==> config.mk <==
export PLATFORM = sky130hd
export DESIGN_NAME = gimli_lwc_out_arbiter
export DESIGN_NICKNAME = d
export VERILOG_FILES = /design/src/rtl/gimli_lwc_pkg.sv /design/src/rtl/gimli_lwc_out_arbiter.sv
export SDC_FILE = /design/constraint.sdc
export NUM_CORES = 1
export LEC_CHECK = 0
export CAP_MARGIN = 20
export CORE_UTILIZATION = 24
export DETAILED_ROUTE_END_ITERATION = 10
export PLACE_DENSITY_LB_ADDON = 0.3
export SLEW_MARGIN = 15
export SYNTH_ARGS = -nofsm -noshare
export SYNTH_HDL_FRONTEND = slang
export SYNTH_SLANG_ARGS = --single-unit
==> constraint.sdc <==
create_clock -name clk -period 2 [get_ports clk]
set_input_delay 0.2 -clock clk [delete_from_list [all_inputs] [get_ports clk]]
set_output_delay 0.2 -clock clk [all_outputs]
set_load 0.005 [all_outputs]
==> src/rtl/gimli_lwc_pkg.sv <==
// rtl/gimli_lwc_pkg.sv - shared encodings for the Gimli LWC output arbiter
package gimli_lwc_pkg;

    typedef enum logic [1:0] {
        ST_IDLE = 2'd0,
        ST_GNT0 = 2'd1,
        ST_GNT1 = 2'd2
    } arb_state_e;

    localparam logic [1:0] GRANT_NONE = 2'b00;
    localparam logic [1:0] GRANT_S0   = 2'b01;
    localparam logic [1:0] GRANT_S1   = 2'b10;

endpackage : gimli_lwc_pkg

==> src/rtl/gimli_lwc_out_arbiter.sv <==
// rtl/gimli_lwc_out_arbiter.sv - packet-locked two-source arbiter feeding the LWC output buffer
module gimli_lwc_out_arbiter
    import gimli_lwc_pkg::*;
#(
    parameter int G_WIDTH = 32,
    parameter bit G_RR    = 1'b1
) (
    input  logic               clk,
    input  logic               rst_n,
    input  logic [G_WIDTH-1:0] s0_data,
    input  logic               s0_last,
    input  logic               s0_valid,
    output logic               s0_ready,
    input  logic [G_WIDTH-1:0] s1_data,
    input  logic               s1_last,
    input  logic               s1_valid,
    output logic               s1_ready,
    output logic [G_WIDTH-1:0] m_data,
    output logic               m_last,
    output logic               m_valid,
    input  logic               m_ready,
    output logic               busy,
    output logic [1:0]         grant
);

    arb_state_e state_q, state_d;
    logic       prio_q, prio_d;

    always_ff @(posedge clk or negedge rst_n) begin
        if (!rst_n) begin
            state_q <= ST_IDLE;
            prio_q  <= 1'b0;
        end else begin
            state_q <= state_d;
            prio_q  <= prio_d;
        end
    end

    // All outputs decode from state_q, so an asynchronous reset clears them without a clock.
    always_comb begin
        state_d  = state_q;
        prio_d   = prio_q;
        s0_ready = 1'b0;
        s1_ready = 1'b0;
        m_data   = '0;
        m_last   = 1'b0;
        m_valid  = 1'b0;
        busy     = 1'b0;
        grant    = GRANT_NONE;

        case (state_q)
            ST_IDLE: begin
                if (s0_valid && (!s1_valid || !prio_q)) begin
                    state_d = ST_GNT0;
                end else if (s1_valid) begin
                    state_d = ST_GNT1;
                end
            end
            ST_GNT0: begin
                busy     = 1'b1;
                grant    = GRANT_S0;
                m_data   = s0_data;
                m_last   = s0_last;
                m_valid  = s0_valid;
                s0_ready = m_ready;
                if (s0_valid && m_ready && s0_last) begin
                    state_d = ST_IDLE;
                    prio_d  = G_RR;
                end
            end
            ST_GNT1: begin
                busy     = 1'b1;
                grant    = GRANT_S1;
                m_data   = s1_data;
                m_last   = s1_last;
                m_valid  = s1_valid;
                s1_ready = m_ready;
                if (s1_valid && m_ready && s1_last) begin
                    state_d = ST_IDLE;
                    prio_d  = 1'b0;
                end
            end
            default: begin
                state_d = ST_IDLE;
            end
        endcase
    end

endmodule : gimli_lwc_out_arbiter
==> Yosys cells after proc, flatten, opt, wreduce, memory -nomap -nowiden <==
Index checks and enable logic that the tools add are counted.
{ "word_totals": {"ff_bits": 3, "latch_bits": 0, "ram_bits": 0, "rom_bits": 0, "inputBits": 71, "output_inout_bits": 39, "n_memories": 0} }
{ "op_classes": {"addsub": 0, "multipliers": 0, "div": 0, "magnitude_cmp": 0, "eq_ne": 5, "shifts": 0, "muxes": 15, "n_bitwise": 0, "reduce_logical": 13} }
{ "op_table": {"columns": ["operator", "count"], "rows": [
  ["32-bit case mux with 2 select lines", 1],
  ["2-bit 2-to-1 mux", 4],
  ["1-bit case mux with 2 select lines", 3],
  ["2-bit case mux with 3 select lines", 1],
  ["3-bit AND reduction", 2],
  ["1-bit logical AND", 5],
  ["1-bit 2-to-1 mux", 5],
  ["2-bit != test, second input constant", 2],
  ["2-bit case mux with 2 select lines", 1],
  ["3-bit != test, second input constant", 1],
  ["2-bit by 1-bit == test with 1-bit output, second input constant", 1],
  ["2-bit == test, second input constant", 1],
  ["1-bit zero test", 2],
  ["2-bit zero test", 1],
  ["2-bit nonzero test", 1],
  ["2-bit OR reduction", 1],
  ["1-bit logical OR", 1]
]} }

==> Longest topological paths before layout <==
{ "logic_depth": {"depth_word": 5, "ltp_mapped": 6} }

==> Least setup slack after synthesis <==
OpenSTA, ideal clock, no wires.
{ "synth_timing": {"path_type": "reg-to-output", "startpoint": "register state_q[0]", "endpoint": "output port m_data[7]", "t_arrival_ps": 1242, "t_required_ps": 1800, "setup_slack_ps": 558, "path_stages_with_launch": 7, "n_path_buf": 2, "cell_sequence": "dfrtp_1 > inv_1 > ha_1 > buf_2 > buf_2 > a22oi_1 > nor2b_1"} }
{ "synth_between": {"elab_chain_len": 2, "word_cells_on_any_way": 3, "classes_between": "eq/ne: 2; mux: 1"} }
{ "synth_rtl": {"columns": ["item", "line", "source"], "rows": [
  ["start, declared", "gimli_lwc_out_arbiter.sv:26", "arb_state_e state_q, state_d;"],
  ["start signal, assigned", "gimli_lwc_out_arbiter.sv:34", "state_q <= state_d;"],
  ["2-bit == test or 2-bit by 1-bit == test with 1-bit output (tied branches)", "gimli_lwc_out_arbiter.sv:51", "case (state_q)"],
  ["32-bit case mux with 2 select lines (*)", "gimli_lwc_out_arbiter.sv:51", null],
  ["end, declared", "gimli_lwc_out_arbiter.sv:18", "output logic [G_WIDTH-1:0] m_data,"]
]} }
Mark *: on every way between the ends. The rest lies on a longest branch, timed or not.

==> Worst setup path in the final report <==
{ "layout_timing": {"startpoint": "register state_q[1]", "endpoint": "output port m_data[25]"} }
The elaborated chain is that of the path after synthesis.

==> results.yml <==
status:
  status: "completed"
floorplan:
  std_cell_rows: 20
  io_pins: 110
  fp.dieW_um: 58.9
  die_h_um: 58.9
  coreArea_um2: 3050
  start_util_pct: 25.5
  die_area_um2: 3470
finish:
  area_growth_pct: 204
  fillers: 206
  nNetsFinal: 308
  layout_commonest_cell: "clkdlybuf4s50_1"
  regArea_um2: 75.1
  fin_util_pct: 77.3
  drive_above_1_share_pct: 20.3
  antenna_cells: 0
  mostFrequentLayoutCells: "clkdlybuf4s50_1, nor2b_1, dlymetal6s2s_1"
  multi_input_area_um2: 744
  design_area_um2: 2360
routing:
  wl_met3_um: 477
  finalWirelength_um: 4200
  drt-initial-drc-count: 71
  drt_first_pass_iters: 4
  vias: 1349
  route.detailed.drc: 0
  routed.top_layer: "met4"
  postRouteAntennaNets: 0
  viasPerCell: 4.91
  wl_met2_um: 2130
  wl_per_cell_um: 15.3
  met1_length_um: 1490
critical_path:
  critPathArrivalTime_ns: 1.79
  r2r_cells: 6
  cp.required_ns: 1.80
  path_cells: "buf_4 -> ha_4 -> buf_8 -> a22oi_1 -> nor2b_1 -> clkdlybuf4s50_1"
  cp_slowest_cell: "clkdlybuf4s50_1"
  cp_max_fo: 16
  cp_slowest_stage_delay_ns: 0.44
  r2r-start: "state_q[0]$_DFFE_PN0P_"
  crit_path_end_kind: "output port"
  startpoint_type: "flip-flop"
  criticalPathCategory: "flip-flop to output port"
  rrSetupSlack_ns: 0.29
  reg2reg_to: "state_q[1]$_DFFE_PN0P_"
global_route:
  grt_overflow: 0
  antenna_found_initial: 0
  grt_pass1_wl_um: 5420
  grt_usage_pct: 19.9
  grt_max_degree: 36
  grt_pass1_vias: 1245
pwr:
  cellLeakagePower_nw: 1.33
  max-vdd-ir-drop_mv: 0.777
  powerDensity_nw_per_um2: 1110
synth:
  synth.avg_cell_area_um2: 7.33
  synth_compound_area_share_pct: 39.8
  ys_seq_area_share_pct: 9.66
  synth_adder_area_share_pct: 8.05
  synth_nets: 182
  synth-simple-area-share_pct: 33.2
  synthMuxAreaShare_pct: 1.29
  syn-cell-area_um2: 777
  synth_top_family_by_area: "compound AO/OA/AOI/OAI gates"
  synthXorXnorAreaFrac_pct: 0
  syn_inst: 106
  synth_seq_cells: 3
  ys_types: 19
  yosys_warnings: 0
sta:
  timing.fmax_mhz: 502
  worst_pin_slew_ns: 0.394
  setup_viol: 0
  slew_headroom_pct: 73.7
  rsz0062_at_grt: "yes"
  fin_skew_ns: 0.000475
  setup_tns_ns: 0
  finalHoldViolations: 0
  finalMaxSlewViolations: 0
  post-route-min-period_ns: 1.99
  period_share_pct: 99.6
cts:
  clockRootBuffer: "clkbuf_4"
  htreeDepth: 1
  cts_made_buffers: 3
  cts_tree: "yes"
  clock_latency_ns: 0.23
  clk_pin_slew_ns: 0.04
  clock-sinks: 3
  postCtsHoldBufs: 0
  cts_buffer_depth: 2
placed_design:
  place_hpwl_um: 2680
  place_area_um2: 1940
  place_congestion: 0.705
  port-buffer-count: 109
min_path:
  hold_class: "input pin to async pin"
run:
  maxCapViolations: 0
==> area by class of cell <==
type | count | area share [%]
Inverter | 4 | 0.636
Tap cell | 44 | 2.33
Clock buffer | 4 | 1.11
Sequential cell | 3 | 3.18
Timing Repair Buffer | 132 | 61.2
Multi-Input combinational cell | 88 | 31.5
==> synth_stat cells (all sizes together) <==
| cell | instances | area share [%] |
|---|---|---|
| a222oi | 1 | 1.3 |
| mux2i | 1 | 1.3 |
| nand3 | 2 | 1.9 |
| a2bb2oi | 1 | 1.1 |
| nor2b | 34 | 27 |
| a22o | 1 | 1.1 |
| nand4 | 1 | 0.81 |
| nor2 | 2 | 0.97 |
| nand2 | 1 | 0.48 |
| ha | 5 | 8.1 |
| dfrtp | 3 | 9.7 |
| and2 | 2 | 1.6 |
| o2bb2ai | 1 | 1.1 |
| a22oi | 35 | 34 |
| inv | 4 | 1.9 |
| buf | 5 | 3.2 |
| clkbuf | 6 | 2.9 |
| a21bo | 1 | 1.3 |
==> power breakdown <==
part           switching [mW]  leakage [nW]  internal [mW]
combinational           0.904          1.28           1.49
clock                  0.0313        0.0150         0.0748
sequential             0.0217        0.0361         0.0891
total                   0.957          1.33           1.65
==> cells by family (layout without fill, tap and decap cells) <==
logic type / Yosys count / count (layout)
mux: 1 / 1
simple gates: 42 / 42
flops: 3 / 3
compound gates: 40 / 40
fa+ha+maj: 5 / 5
buf+inv: 15 / 140
==> worst max-delay path: cells and delay by family (launching register included) <==
| kind | cells | cell delay [ns] |
|---|---|---|
| fa+ha+maj | 1 | 0.17 |
| simple gates | 1 | 0.07 |
| buf+inv | 3 | 0.75 |
| flops | 1 | 0.40 |
| compound gates | 1 | 0.17 |
==> flip-flops by register name, indices dropped and copies added (netlist names) <==
signal and count:
prio_q 1, state_q 2
==> through the flow <==
stage / hold WS, ns / total power [mW] / instances / setup WS [ns]
floorplan: -0.0956 / 1.00 / 106 / 0.558
global placement: 0.391 / 1.91 / 253 / 0.125
detailed placement: 0.404 / 1.94 / 253 / 0.0588
CTS: 0.157 / 2.22 / 262 / -0.00300
global route: 0.164 / 2.80 / 275 / -0.0950
finish: 0.165 / 2.61 / 275 / 0.00846
==> worst max path at each step <==
stage,endpoint,startpoint,slack (ns),cells past startpoint
detailed placement,m_last,state_q[0]$_DFFE_PN0P_,0.06,6
global placement,m_data[7],state_q[1]$_DFFE_PN0P_,0.13,6
floorplan,m_data[7],state_q[0]$_DFFE_PN0P_,0.56,6
CTS,m_last,state_q[0]$_DFFE_PN0P_,-0.003,6
finish,m_data[25],state_q[1]$_DFFE_PN0P_,0.008,6
global route,m_data[25],state_q[1]$_DFFE_PN0P_,-0.1,6
==> metal layers <==
layer | GRT usage, % | vias to the layer above
li1 | - | 642
met1 | 20.3 | 595
met2 | 36.9 | 100
met3 | 7.03 | 12
met4 | 7.82 | 0
met5 | 0 | -
==> repair_timing <==
item                       in CTS  in global routing
setup endpoints to repair      35                 32
resized for setup              16                 44
pin swaps                       0                  0
cloned                          0                  3
buffers inserted                5                 10
Power figures use the tool's default switching activity.
